==> src/rtl/rename_pkg.sv <==
// Shared rename types: register index widths, return-queue depth and the
// retirement RAT state encoding.
package rename_pkg;

  localparam int PHYS_REG_BITS = 6;
  localparam int ARCH_REG_BITS = 5;
  localparam int FREE_Q_DEPTH  = 4;
  localparam int ARCH_REGS     = 1 << ARCH_REG_BITS;

  typedef logic [PHYS_REG_BITS-1:0] phys_reg_t;
  typedef logic [ARCH_REG_BITS-1:0] arch_reg_t;

  typedef enum logic [1:0] {
    IDLE    = 2'd0,
    RESTORE = 2'd1,
    DONE    = 2'd2
  } retire_rat_state_t;

endpackage

==> src/rtl/retire_rat_if.sv <==
// Bundle between the retirement RAT (slave) and its environment (master):
// commit port, PRF valid write, free-list return, flush/restore and FSM state.
interface retire_rat_if;
  import rename_pkg::*;

  // Handshakes (commit, free_push): a transfer happens on a rising clk edge where
  // valid && ready; the source holds valid and data stable until then, and ready
  // never depends combinationally on valid.
  logic              commit_valid;
  logic              commit_ready;
  arch_reg_t         commit_arch;
  phys_reg_t         commit_phys;

  logic              valid_we;
  phys_reg_t         commit_rd_s;
  logic              rd_valid;

  logic              free_push_valid;
  logic              free_push_ready;
  phys_reg_t         free_push_data;

  logic              flush;
  logic              restore_valid;
  arch_reg_t         restore_arch;
  phys_reg_t         restore_phys;
  logic              restore_done;

  retire_rat_state_t state;

  modport master (
    output commit_valid, commit_arch, commit_phys, free_push_ready, flush,
    input  commit_ready, valid_we, commit_rd_s, rd_valid,
    input  free_push_valid, free_push_data,
    input  restore_valid, restore_arch, restore_phys, restore_done, state
  );

  modport slave (
    input  commit_valid, commit_arch, commit_phys, free_push_ready, flush,
    output commit_ready, valid_we, commit_rd_s, rd_valid,
    output free_push_valid, free_push_data,
    output restore_valid, restore_arch, restore_phys, restore_done, state
  );

endinterface

==> src/rtl/free_return_q.sv <==
// Small circular FIFO holding freed physical registers until the free list
// takes them; head entry is presented with a valid/ready pop interface.
module free_return_q #(
  parameter int WIDTH = 6,
  parameter int DEPTH = 4
) (
  input  logic                     clk,
  input  logic                     rst_n,
  input  logic                     push,
  input  logic [WIDTH-1:0]         push_data,
  input  logic                     pop_ready,
  output logic                     pop_valid,
  output logic [WIDTH-1:0]         pop_data,
  output logic [$clog2(DEPTH):0]   count
);

  localparam int PW = $clog2(DEPTH);
  localparam int CW = PW + 1;

  logic [WIDTH-1:0] mem [DEPTH];
  logic [PW-1:0]    wr_ptr;
  logic [PW-1:0]    rd_ptr;
  logic             pop;

  assign pop_valid = (count != '0);
  assign pop_data  = mem[rd_ptr];
  assign pop       = pop_valid && pop_ready;

  // Pointers wrap naturally because DEPTH is a power of two.
  always_ff @(posedge clk or negedge rst_n) begin
    if (!rst_n) begin
      for (int i = 0; i < DEPTH; i++) mem[i] <= '0;
      wr_ptr <= '0;
      rd_ptr <= '0;
      count  <= '0;
    end else begin
      if (push) begin
        mem[wr_ptr] <= push_data;
        wr_ptr      <= wr_ptr + PW'(1);
      end
      if (pop) rd_ptr <= rd_ptr + PW'(1);
      case ({push, pop})
        2'b10:   count <= count + CW'(1);
        2'b01:   count <= count - CW'(1);
        default: count <= count;
      endcase
    end
  end

endmodule

==> src/rtl/retire_rat.sv <==
// Commit-side retirement RAT: records committed arch->phys mappings, strobes PRF
// valid bits, returns displaced phys regs, and replays the map after a flush.
module retire_rat
  import rename_pkg::*;
(
  input logic         clk,
  input logic         rst_n,
  retire_rat_if.slave bus
);

  localparam int        QCW       = $clog2(FREE_Q_DEPTH) + 1;
  localparam arch_reg_t ARCH_ZERO = '0;
  localparam arch_reg_t ARCH_LAST = '1;

  phys_reg_t         map_q [ARCH_REGS];
  retire_rat_state_t state;
  arch_reg_t         idx;
  arch_reg_t         idx_next;
  logic [QCW-1:0]    q_count;
  logic              commit_ready;
  logic              accept;
  logic              enq;
  phys_reg_t         old_phys;

  logic              valid_we_q;
  logic              rd_valid_q;
  phys_reg_t         commit_rd_s_q;
  logic              restore_valid_q;
  phys_reg_t         restore_phys_q;
  logic              restore_done_q;

  assign commit_ready = rst_n && (state == IDLE) && (q_count < QCW'(FREE_Q_DEPTH));
  assign accept       = bus.commit_valid && commit_ready;
  assign enq          = accept && (bus.commit_arch != ARCH_ZERO);
  assign old_phys     = map_q[bus.commit_arch];
  assign idx_next     = idx + arch_reg_t'(1);

  always_ff @(posedge clk or negedge rst_n) begin
    if (!rst_n) begin
      for (int i = 0; i < ARCH_REGS; i++) map_q[i] <= phys_reg_t'(i);
    end else if (enq) begin
      map_q[bus.commit_arch] <= bus.commit_phys;
    end
  end

  // Arch 0 still marks its phys valid even though it never enters the map.
  always_ff @(posedge clk or negedge rst_n) begin
    if (!rst_n) begin
      valid_we_q    <= 1'b0;
      rd_valid_q    <= 1'b0;
      commit_rd_s_q <= '0;
    end else begin
      valid_we_q    <= accept;
      rd_valid_q    <= accept;
      commit_rd_s_q <= accept ? bus.commit_phys : '0;
    end
  end

  always_ff @(posedge clk or negedge rst_n) begin
    if (!rst_n) begin
      state           <= IDLE;
      idx             <= '0;
      restore_valid_q <= 1'b0;
      restore_phys_q  <= '0;
      restore_done_q  <= 1'b0;
    end else if (bus.flush) begin
      // map[0] is never written, so a same-cycle commit cannot change entry 0;
      // later entries are read after that commit has landed.
      state           <= RESTORE;
      idx             <= '0;
      restore_valid_q <= 1'b1;
      restore_phys_q  <= map_q[ARCH_ZERO];
      restore_done_q  <= 1'b0;
    end else begin
      case (state)
        RESTORE: begin
          if (idx == ARCH_LAST) begin
            state           <= DONE;
            idx             <= '0;
            restore_valid_q <= 1'b0;
            restore_phys_q  <= '0;
            restore_done_q  <= 1'b1;
          end else begin
            idx            <= idx_next;
            restore_phys_q <= map_q[idx_next];
          end
        end
        DONE: begin
          state          <= IDLE;
          restore_done_q <= 1'b0;
        end
        default: begin
          state          <= IDLE;
          restore_done_q <= 1'b0;
        end
      endcase
    end
  end

  free_return_q #(
    .WIDTH (PHYS_REG_BITS),
    .DEPTH (FREE_Q_DEPTH)
  ) u_free_q (
    .clk       (clk),
    .rst_n     (rst_n),
    .push      (enq),
    .push_data (old_phys),
    .pop_ready (bus.free_push_ready),
    .pop_valid (bus.free_push_valid),
    .pop_data  (bus.free_push_data),
    .count     (q_count)
  );

  assign bus.commit_ready  = commit_ready;
  assign bus.valid_we      = valid_we_q;
  assign bus.rd_valid      = rd_valid_q;
  assign bus.commit_rd_s   = commit_rd_s_q;
  assign bus.restore_valid = restore_valid_q;
  assign bus.restore_arch  = idx;
  assign bus.restore_phys  = restore_phys_q;
  assign bus.restore_done  = restore_done_q;
  assign bus.state         = state;

endmodule

==> src/flat_wrapper.sv <==
// flat-port wrapper written by rule: the top's interface ports become plain ports
module retire_rat_flat import rename_pkg::*;
  (clk, rst_n, bus_commit_valid, bus_commit_arch, bus_commit_phys, bus_free_push_ready, bus_flush, bus_commit_ready, bus_valid_we, bus_commit_rd_s, bus_rd_valid, bus_free_push_valid, bus_free_push_data, bus_restore_valid, bus_restore_arch, bus_restore_phys, bus_restore_done, bus_state);
  retire_rat_if bus_i ();
  input logic clk;
  input logic rst_n;
  input wire logic [$bits(bus_i.commit_valid)-1:0] bus_commit_valid;
  input wire logic [$bits(bus_i.commit_arch)-1:0] bus_commit_arch;
  input wire logic [$bits(bus_i.commit_phys)-1:0] bus_commit_phys;
  input wire logic [$bits(bus_i.free_push_ready)-1:0] bus_free_push_ready;
  input wire logic [$bits(bus_i.flush)-1:0] bus_flush;
  output wire logic [$bits(bus_i.commit_ready)-1:0] bus_commit_ready;
  output wire logic [$bits(bus_i.valid_we)-1:0] bus_valid_we;
  output wire logic [$bits(bus_i.commit_rd_s)-1:0] bus_commit_rd_s;
  output wire logic [$bits(bus_i.rd_valid)-1:0] bus_rd_valid;
  output wire logic [$bits(bus_i.free_push_valid)-1:0] bus_free_push_valid;
  output wire logic [$bits(bus_i.free_push_data)-1:0] bus_free_push_data;
  output wire logic [$bits(bus_i.restore_valid)-1:0] bus_restore_valid;
  output wire logic [$bits(bus_i.restore_arch)-1:0] bus_restore_arch;
  output wire logic [$bits(bus_i.restore_phys)-1:0] bus_restore_phys;
  output wire logic [$bits(bus_i.restore_done)-1:0] bus_restore_done;
  output wire logic [$bits(bus_i.state)-1:0] bus_state;
  assign bus_i.commit_valid = bus_commit_valid;
  assign bus_i.commit_arch = bus_commit_arch;
  assign bus_i.commit_phys = bus_commit_phys;
  assign bus_i.free_push_ready = bus_free_push_ready;
  assign bus_i.flush = bus_flush;
  assign bus_commit_ready = bus_i.commit_ready;
  assign bus_valid_we = bus_i.valid_we;
  assign bus_commit_rd_s = bus_i.commit_rd_s;
  assign bus_rd_valid = bus_i.rd_valid;
  assign bus_free_push_valid = bus_i.free_push_valid;
  assign bus_free_push_data = bus_i.free_push_data;
  assign bus_restore_valid = bus_i.restore_valid;
  assign bus_restore_arch = bus_i.restore_arch;
  assign bus_restore_phys = bus_i.restore_phys;
  assign bus_restore_done = bus_i.restore_done;
  assign bus_state = bus_i.state;
  retire_rat u_core (.clk(clk), .rst_n(rst_n), .bus(bus_i));
endmodule
==> config.mk <==
export PLATFORM = sky130hd
export DESIGN_NAME = retire_rat_flat
export DESIGN_NICKNAME = d
export VERILOG_FILES = /design/src/rtl/rename_pkg.sv /design/src/rtl/retire_rat_if.sv /design/src/rtl/free_return_q.sv /design/src/rtl/retire_rat.sv /design/src/flat_wrapper.sv
export SDC_FILE = /design/constraint.sdc
export NUM_CORES = 1
export LEC_CHECK = 0
export ABC_CLOCK_PERIOD_IN_PS = 3300
export CAP_MARGIN = 20
export CORE_ASPECT_RATIO = 1.75
export CORE_MARGIN = 2
export CORE_UTILIZATION = 46
export CTS_CLUSTER_SIZE = 8
export DETAILED_ROUTE_END_ITERATION = 10
export HOLD_SLACK_MARGIN = 0.02
export SYNTH_ARGS = -nofsm -noshare
export SYNTH_HDL_FRONTEND = slang
export SYNTH_SLANG_ARGS = --single-unit
==> constraint.sdc <==
create_clock -name clk -period 3.3 [get_ports clk]
set_input_delay 0.33 -clock clk [delete_from_list [all_inputs] [get_ports clk]]
set_output_delay 0.33 -clock clk [all_outputs]
set_load 0.02 [all_outputs]
# --- Word-level counts from Yosys, hierarchy flattened ---
# Cells that the tools add are included.
totals:
  reg_bits: 245
  inputBits: 16
  out_inout_bits: 31
  word_cells: 113
classes:
  addsub: 5
  order_cmp: 7
  eq_ne: 5
  n_mux: 32
  bitwise_logic: 4
  n_reduce_logical: 14
op_table:
  columns: ["cell", "count"]
  rows:
  - ["192-bit bitwise mux", 1]
  - ["6-bit two-way mux", 12]
  - ["6-bit binary-select mux with 5-bit select", 2]
  - ["6-bit demux with 5-bit select", 1]
  - ["24-bit bitwise mux", 1]
  - ["5-bit two-way mux", 3]
  - ["6-bit binary-select mux with 2-bit select", 1]
  - ["6-bit demux with 2-bit select", 1]
  - ["6-bit >= comparator, second input constant", 2]
  - ["5-bit inverter with 6-bit output", 2]
  - ["1-bit logical AND", 7]
  - ["3-bit >= comparator, second input constant", 2]
  - ["6-bit by 1-bit < comparator with 1-bit output, second input constant", 1]
  - ["1-bit two-way mux", 6]
  - ["2-bit two-way mux", 3]
  - ["2-bit inverter with 3-bit output", 2]
  - ["3-bit one-hot mux with 2 select lines", 1]
  - ["2-bit nonzero test", 3]
  - ["5-bit by 1-bit adder with 5-bit output, second input constant", 1]
  - ["5-bit == test, second input constant", 1]
  - ["5-bit nonzero test", 1]
  - ["2-bit by 1-bit adder with 2-bit output, second input constant", 2]
  - ["2-bit by 1-bit == test with 1-bit output, second input constant", 2]
  - ["3-bit by 1-bit adder with 3-bit output, second input constant", 1]
  - ["8 further kinds", 8]

# --- Logic depth before layout (Yosys ltp) ---
# Gate-level depths: netlist (run 1).
depth:
  depth_word: 8
  ltp_mapped: 12
  mapped_depth_nobuf: 9

# --- Modules after synthesis ---
# From an unflattened synthesis (run 1), not the netlist that was laid out.
hier_totals:
  cells_unflattened: 898
  area_unflattened_um2: 12887.4
by_module_without_submodules:
  columns: ["module", "instances", "cells_per_inst", "area_each_um2", "seq_area_each_um2"]
  rows:
  - ["retire_rat", 1, 805, 11438.5, 5430.2]
  - ["free_return_q", 1, 93, 1448.9, 775.7]

# --- Worst setup path after synthesis (run 1) ---
# Ideal clock, no wire load.
synth_timing:
  path_kind: "register to register"
  start: "reg u_core.idx[1] (netlist: u_core.bus.restore_arch[1])"
  end: "reg u_core.restore_phys_q[4] (netlist: u_core.bus.restore_phys[4])"
  setup_ns: 0.131
  arrival_time_ns: 2.555
  required_ns: 3.169
  path_slack_ns: 0.614
  path_stages_with_launch: 8
  path_buffers: 2
  period_less_slack_ns: 2.686
  path_cell_list: "dfrtp_1 > ha_1 > clkbuf_1 > buf_1 > mux4_2 > a22oi_1 > a31oi_1 > or3_1"
synth_via:
  elab_chain_len: 8
  word_cells_on_any_way: 9
  classes_between: "1 x add/sub; 1 x eq/ne; 6 x mux; 1 x bitwise"
synth_lines:
  columns: ["item", "line", "text"]
  rows:
  - ["start, declared", "retire_rat.sv:17", "arch_reg_t idx;"]
  - ["start signal, assigned", "retire_rat.sv:84", "idx <= idx_next;"]
  - ["5-bit by 1-bit adder with 5-bit output", "retire_rat.sv:36", "assign idx_next = idx + arch_reg_t'(1);"]
  - ["5-bit inverter with 6-bit output (implied by the code)", "retire_rat.sv:85", "restore_phys_q <= map_q[idx_next];"]
  - ["6-bit binary-select mux with 5-bit select", "retire_rat.sv:85", null]
  - ["6-bit two-way mux (implied by the code) (2 in a row)", "retire_rat.sv:85", null]
  - ["6-bit two-way mux *", "retire_rat.sv:77", "if (idx == ARCH_LAST) begin"]
  - ["6-bit two-way mux *", "retire_rat.sv:75", "case (state)"]
  - ["6-bit two-way mux *", "retire_rat.sv:66", "end else if (bus.flush) begin"]
  - ["end signal, assigned", "retire_rat.sv:72", "restore_phys_q <= map_q[ARCH_ZERO];"]
  - ["end signal, assigned", "retire_rat.sv:85", null]
  - ["end, declared", "retire_rat.sv:29", "phys_reg_t restore_phys_q;"]
# Mark *: on every way between the ends. The rest lies on a longest branch, timed or not. The select of a mux whose other input is x is not followed.
# A chain may end at the register's enable or synchronous reset.

# --- Worst setup path after layout (run 1) ---
layout_timing:
  start: "reg u_core.u_free_q.rd_ptr[0]"
  end: "out bus_free_push_data[2]"
layout_via:
  elab_chain_len: 4
layout_lines:
  columns: ["item", "line", "text"]
  rows:
  - ["start, declared", "free_return_q.sv:22", "logic [PW-1:0] rd_ptr;"]
  - ["start signal, assigned", "free_return_q.sv:41", "if (pop) rd_ptr <= rd_ptr + PW'(1);"]
  - ["2-bit inverter with 3-bit output (implied by the code)", "free_return_q.sv:26", "assign pop_data = mem[rd_ptr];"]
  - ["6-bit binary-select mux with 2-bit select", "free_return_q.sv:26", null]
  - ["6-bit two-way mux (implied by the code) (2 in a row)", "free_return_q.sv:26", null]
  - ["end, declared", "flat_wrapper.sv:17", "output wire logic [$bits(bus_i.free_push_data)-1:0] bus_free_push_data;"]
# No other way between the ends. The select of a mux whose other input is x is not followed.

==> flow_metrics.tcl, run 1 <==
set metrics [dict create \
    setup_violations 0 \
    violations "hold timing" \
    die_area_um2 29800 \
    drv_slew 0 \
    p_sw_mw 2.36 \
    portBuffers 46 \
    cts_max_level 2 \
    antenna_cells 0 \
    cts.clk_slew.worst_paths_ns 0.05 \
    wl_met2_mm 20.8 \
    seq_area_frac_synth 0.475 \
    peakVddDrop_mv 0.311 \
    grt_max_degree 163 \
    vias 8484 \
    synth_top_cell_by_area "dfrtp_1" \
    start_util 0.467 \
    powerDensity_nw_per_um2 568 \
    areaGrowthSynthToFinish_pct 16.1 \
    synth_top_area_frac 0.314 \
    wire_per_inst_um 27.4 \
    cts_tree "done" \
    cts_buffers 36 \
    syn_inst 954 \
    drive_above_1_share 0.448 \
    finalClockSkew_ns 0.0170 \
    final_core_util 0.542 \
    worstPathRequired_ns 2.97 \
    die_h_um 227 \
    antenna_found_initial 1 \
    grt_pass1_wl_mm 58.1 \
    hp-class "in -> async" \
    fin_worst_hold_slack_ns -0.0863 \
    avgSynthCellArea_um2 13.7 \
    crit_arrival_ns 2.36 \
    dpl_cell_area_um2 14100 \
    drcViolationCount 0 \
    ys.flop_type "dfrtp_1" \
    ys_seq_elements 244 \
    fin_cells 1406 \
    synth_edf_count 0 \
    cts_setup_buffers 0 \
    worst_pin_slew_ns 0.949 \
    fin_crit_sh 0.815 \
    routabilityCongestion 0.910 \
    pwr-share-comb 0.174 \
    switching_share 0.274 \
    vias_per_cell 6.03 \
    grt-ovfl-total 0 \
    end_kind "output port" \
    fmax_mhz 372 \
    final_nets 1033 \
    clockPowerShare 0.401 \
    placedCellCount 1342 \
    path_max_fanout 8 \
    detail_route.first_pass.iterations 5 \
    drv_cap 0 \
    outcome "finished, violations left" \
    cp-start-kind "flop" \
    cts_resized 0 \
    highest_layer "met5" \
    synth_area_um2 13100 \
    synth.distinct_cells 49 \
    die_w_um 131 \
    cts_root_buf "clkbuf_16" \
    period_minus_slack_ns 2.69 \
    synth_warnings 0 \
    io_pins 47 \
    route.met3.wl_mm 1.31 \
    worst-setup-path-type "reg -> out" \
    cts_hold_buf 0 \
    intPower_mw 6.25 \
    routed_wl_mm 38.5 \
    synth_fp_nets 978 \
    grt_pass1_vias 9023 \
    final_area_um2 15200 \
    hold_viol 28 \
    drt-met1-wl_mm 14.0 \
    cts.sinks 244 \
    relSlewSlack 0.367 \
    track_usage 0.265 \
    dp_hpwl_mm 27.2 \
    rsz0062_at_grt "false" \
    fin_setup_tns_ns 0 \
    synth_async_sr_flop_share 1.00 \
    rows 81 \
    seqPwrFrac 0.425 \
    synth_area_leaders "dfrtp_1, mux2_2, dfstp_2, mux4_2, mux2i_1" \
    leakagePower_nw 6.47 \
    detail_route.iter0.violations 497 \
    clk_path_buf_depth 3 \
    clk_latency_ns 0.51 \
    detail-route-antenna-nets 0 \
    core_area_um2 28000 \
]
==> final timing paths <==
check                                           startpoint                          to  slack [ns]  cells after the start
worst max register to register  u_core.bus.restore_arch[1]  u_core.bus.restore_phys[0]        0.63                      7
worst min register to register           u_core.map_q[190]           u_core.map_q[190]        0.43                      0
min in group clk                         u_core.map_q[190]           u_core.map_q[190]        0.43                      0
worst max-delay path             u_core.u_free_q.rd_ptr[0]       bus_free_push_data[2]        0.61                      2
max in group asynchronous                            rst_n           u_core.map_q[141]        2.02                      4
worst min-delay path                                 rst_n         u_core.bus.state[0]       -0.09                      2
==> cells in the mapped netlist, types with 2 or more instances <==
| cell | instances |
|---|---|
| a2111oi_0 | 4 |
| a21oi_1 | 6 |
| a22o_1 | 7 |
| a22oi_1 | 36 |
| a31oi_1 | 6 |
| and2_1 | 3 |
| and3_1 | 8 |
| and4_1 | 4 |
| buf_1 | 4 |
| buf_2 | 22 |
| buf_4 | 3 |
| clkbuf_1 | 49 |
| dfrtp_1 | 164 |
| dfstp_2 | 80 |
| ha_1 | 7 |
| inv_1 | 10 |
| mux2_1 | 3 |
| mux2_2 | 192 |
| mux2i_1 | 83 |
| mux4_2 | 64 |
| nand2_1 | 46 |
| nand2b_1 | 5 |
| nand3_1 | 28 |
| nand3b_1 | 2 |
| nor2_1 | 11 |
| nor2_4 | 16 |
| nor2b_1 | 12 |
| nor3_1 | 2 |
| nor3b_1 | 3 |
| nor4_1 | 3 |
| nor4_4 | 12 |
| o21ai_0 | 23 |
| o22ai_1 | 7 |
| or2_2 | 3 |
| or3_1 | 6 |
| xnor2_1 | 3 |
| xor2_1 | 5 |
==> cell families after synthesis <==
group | synth area share
and+or+nand+nor | 0.0902
buffers and inverters | 0.0291
DFF | 0.475
AOI/OAI and AO/OA | 0.0495
adders and majority gates | 0.00824
muxes | 0.342
xor gates and xnor gates | 0.00537
==> placed cells by master (no fill, tap or decap), drive strengths merged, types with 5 or more instances in the layout <==
| cell | instances |
|---|---|
| mux2 | 195 |
| dfrtp | 164 |
| mux2i | 83 |
| dfstp | 80 |
| mux4 | 64 |
| clkbuf | 61 |
| buf | 52 |
| nand2 | 47 |
| clkdlybuf4s50 | 44 |
| a22oi | 36 |
| nand3 | 28 |
| nor2 | 27 |
| o21ai | 23 |
| nor4 | 15 |
| nor2b | 12 |
| inv | 10 |
| and3 | 8 |
| o22ai | 7 |
| a22o | 7 |
| or3 | 7 |
| ha | 7 |
| a21oi | 6 |
| a31oi | 6 |
| nand2b | 5 |
| xor2 | 5 |
==> layer usage <==
layer | track usage | vias up
met2 | 0.497 | 249
li1 | - | 3686
met1 | 0.290 | 4448
met3 | 0.0313 | 99
met5 | 0 | -
met4 | 0.150 | 2
==> critical path, stage by stage, from the launching register on <==
cell	delay, ns
dfrtp_1	0.70
mux4_2	0.58
clkdlybuf4s50_1	0.56
==> power by group through the flow <==
stage / clock [mW] / sequential, mW / combinational [mW]
2_1_floorplan: 0 / 3.56 / 1.04
3_3_place_gp: 0 / 3.69 / 1.49
3_5_place_dp: 0 / 3.70 / 1.51
4_1_cts: 3.53 / 3.66 / 1.51
5_1_grt: 3.64 / 3.70 / 1.61
6_report: 3.45 / 3.66 / 1.50
==> state kept, by name (all words and copies together) (netlist names) <==
name and cells:
u_core.bus.restore_done 1, u_core.u_free_q.mem 24, u_core.bus.state 1, u_core.u_free_q.wr_ptr 2
u_core.bus.commit_rd_s 6, u_core.u_free_q.rd_ptr 2, u_core.u_free_q.count 3, u_core.bus.restore_valid 1
u_core.bus.restore_phys 6, u_core.map_q 192, u_core.bus.valid_we 1, u_core.bus.restore_arch 5
==> cell type report <==
type                            instances  area, um2
Fill cell                            2455      12800
Multi-Input combinational cell        621       6500
Sequential cell                       244       6210
Clock buffer                           61       1020
Timing Repair Buffer                   96        902
Tap cell                              373        467
Inverter                               10       37.5
Clock inverter                          1       30.0
==> through the flow <==
| stage | hold WS [ns] | setup slack (ns) | total power, mW |
|---|---|---|---|
| after global placement | 0.429 | 0.416 | 5.18 |
| after floorplan | 0.0344 | 0.614 | 4.60 |
| after CTS | 0.0216 | 0.561 | 8.70 |
| after detailed placement | 0.418 | 0.404 | 5.21 |
| final | -0.0863 | 0.609 | 8.61 |
| after global routing | 0.0450 | 0.555 | 8.95 |
No activity file was read; power rests on OpenSTA's default activity.
==> run 2: changes to the inputs <==
--- a/config.mk
+++ b/config.mk
@@ -5,7 +5,7 @@
 export SDC_FILE = /design/constraint.sdc
 export NUM_CORES = 1
 export LEC_CHECK = 0
-export ABC_CLOCK_PERIOD_IN_PS = 3300
+export ABC_CLOCK_PERIOD_IN_PS = 2550
 export CAP_MARGIN = 20
 export CORE_ASPECT_RATIO = 1.75
 export CORE_MARGIN = 2
==> constraint.sdc (replaced) <==
create_clock -name clk -period 2.55 [get_ports clk]
set_input_delay 0.255 -clock clk [delete_from_list [all_inputs] [get_ports clk]]
set_output_delay 0.255 -clock clk [all_outputs]
set_load 0.02 [all_outputs]
==> run 2 against run 1 <==
The flow now finishes without violations. Clock power is 31% higher. Non-clock buffer count is 53 higher. Final area is 3.5% higher. Critical path type is now reg -> reg. Core utilization is 1.9 points higher. Via count is 2.8% higher. Setup slack worse by 0.58 ns. Cell count is 3.8% higher. Clock-buffer cell count is 1 lower.
==> flow_metrics.tcl, run 2 (synthesis gave the netlist of run 1 again) <==
set metrics [dict create \
    outcome "completed" \
    reg_top3 "u_core.map_q: 192 flops, u_core.u_free_q.mem: 24 flops" \
    cts_root_buf "clkbuf_16" \
    drv_cap 0 \
    fillers 2402 \
    hp-class "reg -> reg" \
    grt_pass1_wl_mm 59.3 \
    powerDensity_nw_per_um2 720 \
    grt_pass1_vias 9336 \
    dp_hpwl_mm 27.8 \
    use_met2 0.509 \
    worstPathRequired_ns 2.93 \
    wire_per_inst_um 27.0 \
    p_sw_mw 3.13 \
    pwr-share-comb 0.182 \
    layout_commonest_cell "mux2_2" \
    dpl_worst_slack_ns -0.118 \
    fin_worst_hold_slack_ns 0.439 \
    end_kind "flop" \
    fmax_mhz 396 \
    max_stage_delay_ns 0.42 \
    top_usage_layer "met2" \
    critPathTopFamily "buffers and inverters" \
    layout_common_cells "mux2_2, dfrtp_1, buf_4, mux2i_1, dfstp_2" \
    cts.clk_slew.worst_paths_ns 0.05 \
    rsz0062_at_grt "false" \
    clk_latency_ns 0.53 \
    relSlewSlack 0.290 \
    final_nets 1086 \
    drcViolationCount 0 \
    finalClockSkew_ns 0.0294 \
    vias 8724 \
    die_h_um 227 \
    leakagePower_nw 6.76 \
    grt_max_degree 182 \
    track_usage 0.270 \
    clk_path_buf_depth 3 \
    crit_chain "ha_4, buf_4, xor2_4, clkbuf_16, buf_12, mux4_2, mux2i_1, o22ai_2, or3_1" \
    drv_slew 0 \
    cts_buffers 36 \
    path_max_fanout 14 \
    routed_wl_mm 39.4 \
    areaGrowthSynthToFinish_pct 20.2 \
    crit_arrival_ns 2.90 \
    worst-setup-path-type "reg -> reg" \
    clockPowerShare 0.400 \
    grt-ovfl-total 0 \
    portBuffers 46 \
    routabilityCongestion 0.938 \
    grt.met1_usage 0.290 \
    fin_ws_ns 0.0269 \
    antenna_found_initial 0 \
    crit_buf_inv 3 \
    io_pins 47 \
    regMostFlops "u_core.map_q" \
    detail-route-antenna-nets 0 \
    cts_max_level 2 \
    fin_crit_sh 0.989 \
    worst_pin_slew_ns 1.06 \
    hold_viol 0 \
    rows 81 \
    antenna_cells 0 \
    slowest_stage "dfrtp_2" \
    die_w_um 131 \
    peakVddDrop_mv 0.497 \
    grt_util_met3 0.0293 \
    setup_violations 0 \
    largest_reg_flops 192 \
    drive_above_1_share 0.484 \
    period_minus_slack_ns 2.52 \
    cts.sinks 244 \
    regToRegSetupSlack_ns 0.03 \
    core_area_um2 28000 \
    detail_route.first_pass.iterations 5 \
    cp-start-kind "flop" \
    detail_route.iter0.violations 521 \
    switching_share 0.277 \
    die_area_um2 29800 \
    start_util 0.467 \
    seqPwrFrac 0.418 \
    vias_per_cell 5.98 \
    cts_tree "done" \
    intPower_mw 8.17 \
]
-- run 2: cell type report --
| type | count | area (um2) | share of cell area |
|---|---|---|---|
| multi-input combinational | 621 | 6550 | 0.417 |
| clock buffer | 60 | 1010 | 0.0645 |
| tap | 373 | 467 | 0.0297 |
| sequential | 244 | 6210 | 0.396 |
| timing repair buffer | 149 | 1380 | 0.0879 |
| clock inverter | 3 | 47.5 | 0.00303 |
| inverter | 10 | 37.5 | 0.00239 |
-- run 2: worst paths after layout --
check,start,end,depth (start not counted)
min reg2reg,u_core.map_q[190],u_core.map_q[190],0
max in group asynchronous,rst_n,u_core.map_q[128],4
max,u_core.bus.restore_arch[0],u_core.bus.restore_phys[3],9
max reg2reg,u_core.bus.restore_arch[0],u_core.bus.restore_phys[3],9
min,u_core.map_q[190],u_core.map_q[190],0
min in group asynchronous,rst_n,u_core.bus.restore_done,3
-- run 2: worst register-to-register path, cell delays in order, from the launching register on --
cell,delay (ns)
dfrtp_2,0.42
ha_4,0.16
buf_4,0.14
xor2_4,0.25
clkbuf_16,0.23
buf_12,0.17
mux4_2,0.32
mux2i_1,0.21
o22ai_2,0.14
or3_1,0.34
-- run 2: layer usage --
| metal | vias up | share of wire |
|---|---|---|
| li1 | 3809 | - |
| met1 | 4534 | 0.36 |
| met2 | 270 | 0.54 |
| met3 | 111 | 0.037 |
| met4 | 0 | 0.066 |
| met5 | - | 0 |
-- run 2: metrics by stage --
stage / utilization / cell area (um2) / power [mW] / TNS [ns] / instances
2_1_floorplan: - / 13100 / 5.96 / 0 / 954
3_3_place_gp: 0.520 / 14500 / 6.77 / -0.271 / 1394
3_5_place_dp: 0.520 / 14500 / 6.82 / -0.494 / 1394
4_1_cts: 0.558 / 15600 / 11.4 / 0 / 1458
5_1_grt: 0.561 / 15700 / 11.7 / 0 / 1460
6_report: 0.561 / 15700 / 11.3 / 0 / 1460
-- run 2: timing repair --
| item | in CTS | in global routing |
|---|---|---|
| gates resized for setup | 3 | 8 |
| pin swaps | 0 | 4 |
| setup endpoints to repair | 8 | 3 |
| hold buffers | 1 | 0 |
| hold endpoints to repair | 86 | 0 |
| gates cloned | 0 | 1 |
| buffers inserted | 0 | 2 |
-- run 2: power groups by stage --
stage	Combinational, mW	Sequential, mW	Clock (mW)
detailed placement	2.04	4.78	0
CTS	2.05	4.72	4.62
global route	2.21	4.78	4.76
floorplan	1.35	4.61	0
global placement	2.01	4.76	0
finish	2.06	4.72	4.52
==> run 3: changes to the inputs <==
--- a/config.mk
+++ b/config.mk
@@ -7,7 +7,7 @@
 export LEC_CHECK = 0
 export ABC_CLOCK_PERIOD_IN_PS = 2550
 export CAP_MARGIN = 20
-export CORE_ASPECT_RATIO = 1.75
+export CORE_ASPECT_RATIO = 0.5
 export CORE_MARGIN = 2
 export CORE_UTILIZATION = 46
 export CTS_CLUSTER_SIZE = 8
==> run 3 against run 2 <==
Critical endpoint is now u_core.bus.restore_phys[1]. Cell count is essentially flat. Critical path type unchanged. Global-route usage shrank 1.9 points. Die area rose by 0.10%. Sequential share of layout area grew 0.31 points. Largest cell class unchanged. Hold slack gained 0.010 ns. Register-to-register slack improved by 0.03 ns. First-iteration DRC count is 21% higher.
==> flow_metrics.tcl, run 3 (synthesis gave the netlist of run 1 again) <==
set metrics [dict create \
    grt_max_degree 181 \
    outcome "completed" \
    cts.sinks 244 \
    grt_pass1_vias 8923 \
    end_kind "flop" \
    fillers 2252 \
    fmax_mhz 402 \
    track_usage 0.251 \
    wire_per_inst_um 24.7 \
    cp-start-kind "flop" \
    worstSetupEndpoint "u_core.bus.restore_phys[1]" \
    portBuffers 46 \
    areaGrowthSynthToFinish_pct 19.3 \
    largest_reg_flops 192 \
    cts.clk_slew.worst_paths_ns 0.05 \
    pwr-share-comb 0.177 \
    dp_hpwl_mm 25.1 \
    layout_commonest_cell "mux2_2" \
    peakVddDrop_mv 0.399 \
    die_h_um 123 \
    clockPowerShare 0.402 \
    cts_buffers 36 \
    critPathLaunch "u_core.bus.restore_arch[0]" \
    leakagePower_nw 6.72 \
    final_core_util 0.560 \
    cts_tree "done" \
    hp-class "reg -> reg" \
    worst-setup-path-type "reg -> reg" \
    clk_latency_ns 0.53 \
    wl_met2_mm 16.2 \
    final_nets 1079 \
    start_util 0.469 \
    core_area_um2 27800 \
    antenna_found_initial 3 \
    cts_root_buf "clkbuf_16" \
    switching_share 0.272 \
    intPower_mw 8.15 \
    rr_startpoint "u_core.bus.restore_arch[0]" \
    crit_arrival_ns 2.89 \
    rows 43 \
    drt-met1-wl_mm 16.3 \
    drv_cap 0 \
    finalClockSkew_ns 0.0229 \
    dpl_worst_slack_ns -0.152 \
    routed_wl_mm 36.1 \
    regToRegSetupSlack_ns 0.06 \
    r2r_cells 7 \
    relSlewSlack 0.231 \
    vias 8637 \
    seqPwrFrac 0.421 \
    setup_violations 0 \
    detail_route.iter0.violations 628 \
    die_area_um2 29800 \
    worst_pin_slew_ns 1.15 \
    r2r_end "u_core.bus.restore_phys[1]" \
    grt_pass1_wl_mm 55.6 \
    route.met3.wl_mm 2.59 \
    hold_viol 0 \
    clk_path_buf_depth 3 \
    routabilityCongestion 1.00 \
    p_sw_mw 3.05 \
    period_minus_slack_ns 2.49 \
    io_pins 47 \
    drive_above_1_share 0.475 \
    highest_layer "met5" \
    antenna_cells 0 \
    reg_top3 "u_core.map_q: 192 flops, u_core.u_free_q.mem: 24 flops" \
    drcViolationCount 0 \
    fin_ws_ns 0.0612 \
    cts_max_level 2 \
    path_max_fanout 20 \
    vias_per_cell 5.91 \
    fin_crit_sh 0.976 \
    regMostFlops "u_core.map_q" \
    powerDensity_nw_per_um2 719 \
    grt-ovfl-total 0 \
    layout_common_cells "mux2_2, dfrtp_1, buf_4, mux2i_1, dfstp_2" \
    die_w_um 242 \
    drv_slew 0 \
    detail_route.first_pass.iterations 5 \
    fin_worst_hold_slack_ns 0.449 \
    worstPathRequired_ns 2.96 \
    detail-route-antenna-nets 0 \
]
-- run 3: metal layers --
layer,vias up,track usage
li1,3804,-
met1,4507,0.341
met2,257,0.390
met3,65,0.0747
met4,4,0.0768
met5,-,0.0343
-- run 3: power by group through the flow --
stage / Clock (mW) / Combinational, mW / Sequential [mW]
2_1_floorplan: 0 / 1.35 / 4.61
3_3_place_gp: 0 / 1.93 / 4.74
3_5_place_dp: 0 / 1.99 / 4.76
4_1_cts: 4.60 / 2.01 / 4.71
5_1_grt: 4.81 / 2.16 / 4.77
6_report: 4.50 / 1.99 / 4.71
-- run 3: worst max-delay path, stage by stage (launching register included) --
cell,delay [ns]
dfrtp_2,0.42
ha_4,0.34
buf_4,0.19
buf_12,0.20
mux4_2,0.51
mux2i_1,0.22
o22ai_2,0.15
or3_1,0.33
-- run 3: worst min path at each step --
stage,startpoint,end,cells after the start
after CTS,u_core.map_q[190],u_core.map_q[190],0
after global routing,u_core.map_q[189],u_core.map_q[189],0
after floorplan,rst_n,u_core.bus.commit_rd_s[0],0
after global placement,u_core.map_q[190],u_core.map_q[190],0
after detailed placement,u_core.map_q[190],u_core.map_q[190],0
final,u_core.map_q[190],u_core.map_q[190],0
-- run 3: layout make-up --
cell class | instances | area [um2] | share of cell area
clock buffers | 59 | 1010 | 0.0647
clock inverters | 3 | 47.5 | 0.00305
inverters | 10 | 37.5 | 0.00241
multi-input cells | 621 | 6510 | 0.418
flip-flops and latches | 244 | 6210 | 0.399
well taps | 382 | 478 | 0.0307
repair buffers | 142 | 1290 | 0.0828
-- run 3: repair_timing --
| item | 4_1_cts | 5_1_grt |
|---|---|---|
| endpoints found under the hold margin | 47 | 0 |
| pin swaps | 1 | 0 |
| hold buffers | 1 | 0 |
| endpoints found under the setup margin | 7 | 1 |
| resized for setup | 1 | 1 |
| setup buffers | 1 | 0 |
-- run 3: metrics by stage --
step / power [mW] / setup TNS [ns] / instances / cell area (um2)
floorplan: 5.96 / 0 / 954 / 13100
global placement: 6.67 / -0.341 / 1397 / 14500
detailed placement: 6.75 / -0.620 / 1397 / 14500
CTS: 11.3 / 0 / 1461 / 15600
global route: 11.7 / -0.0377 / 1461 / 15600
finish: 11.2 / 0 / 1461 / 15600
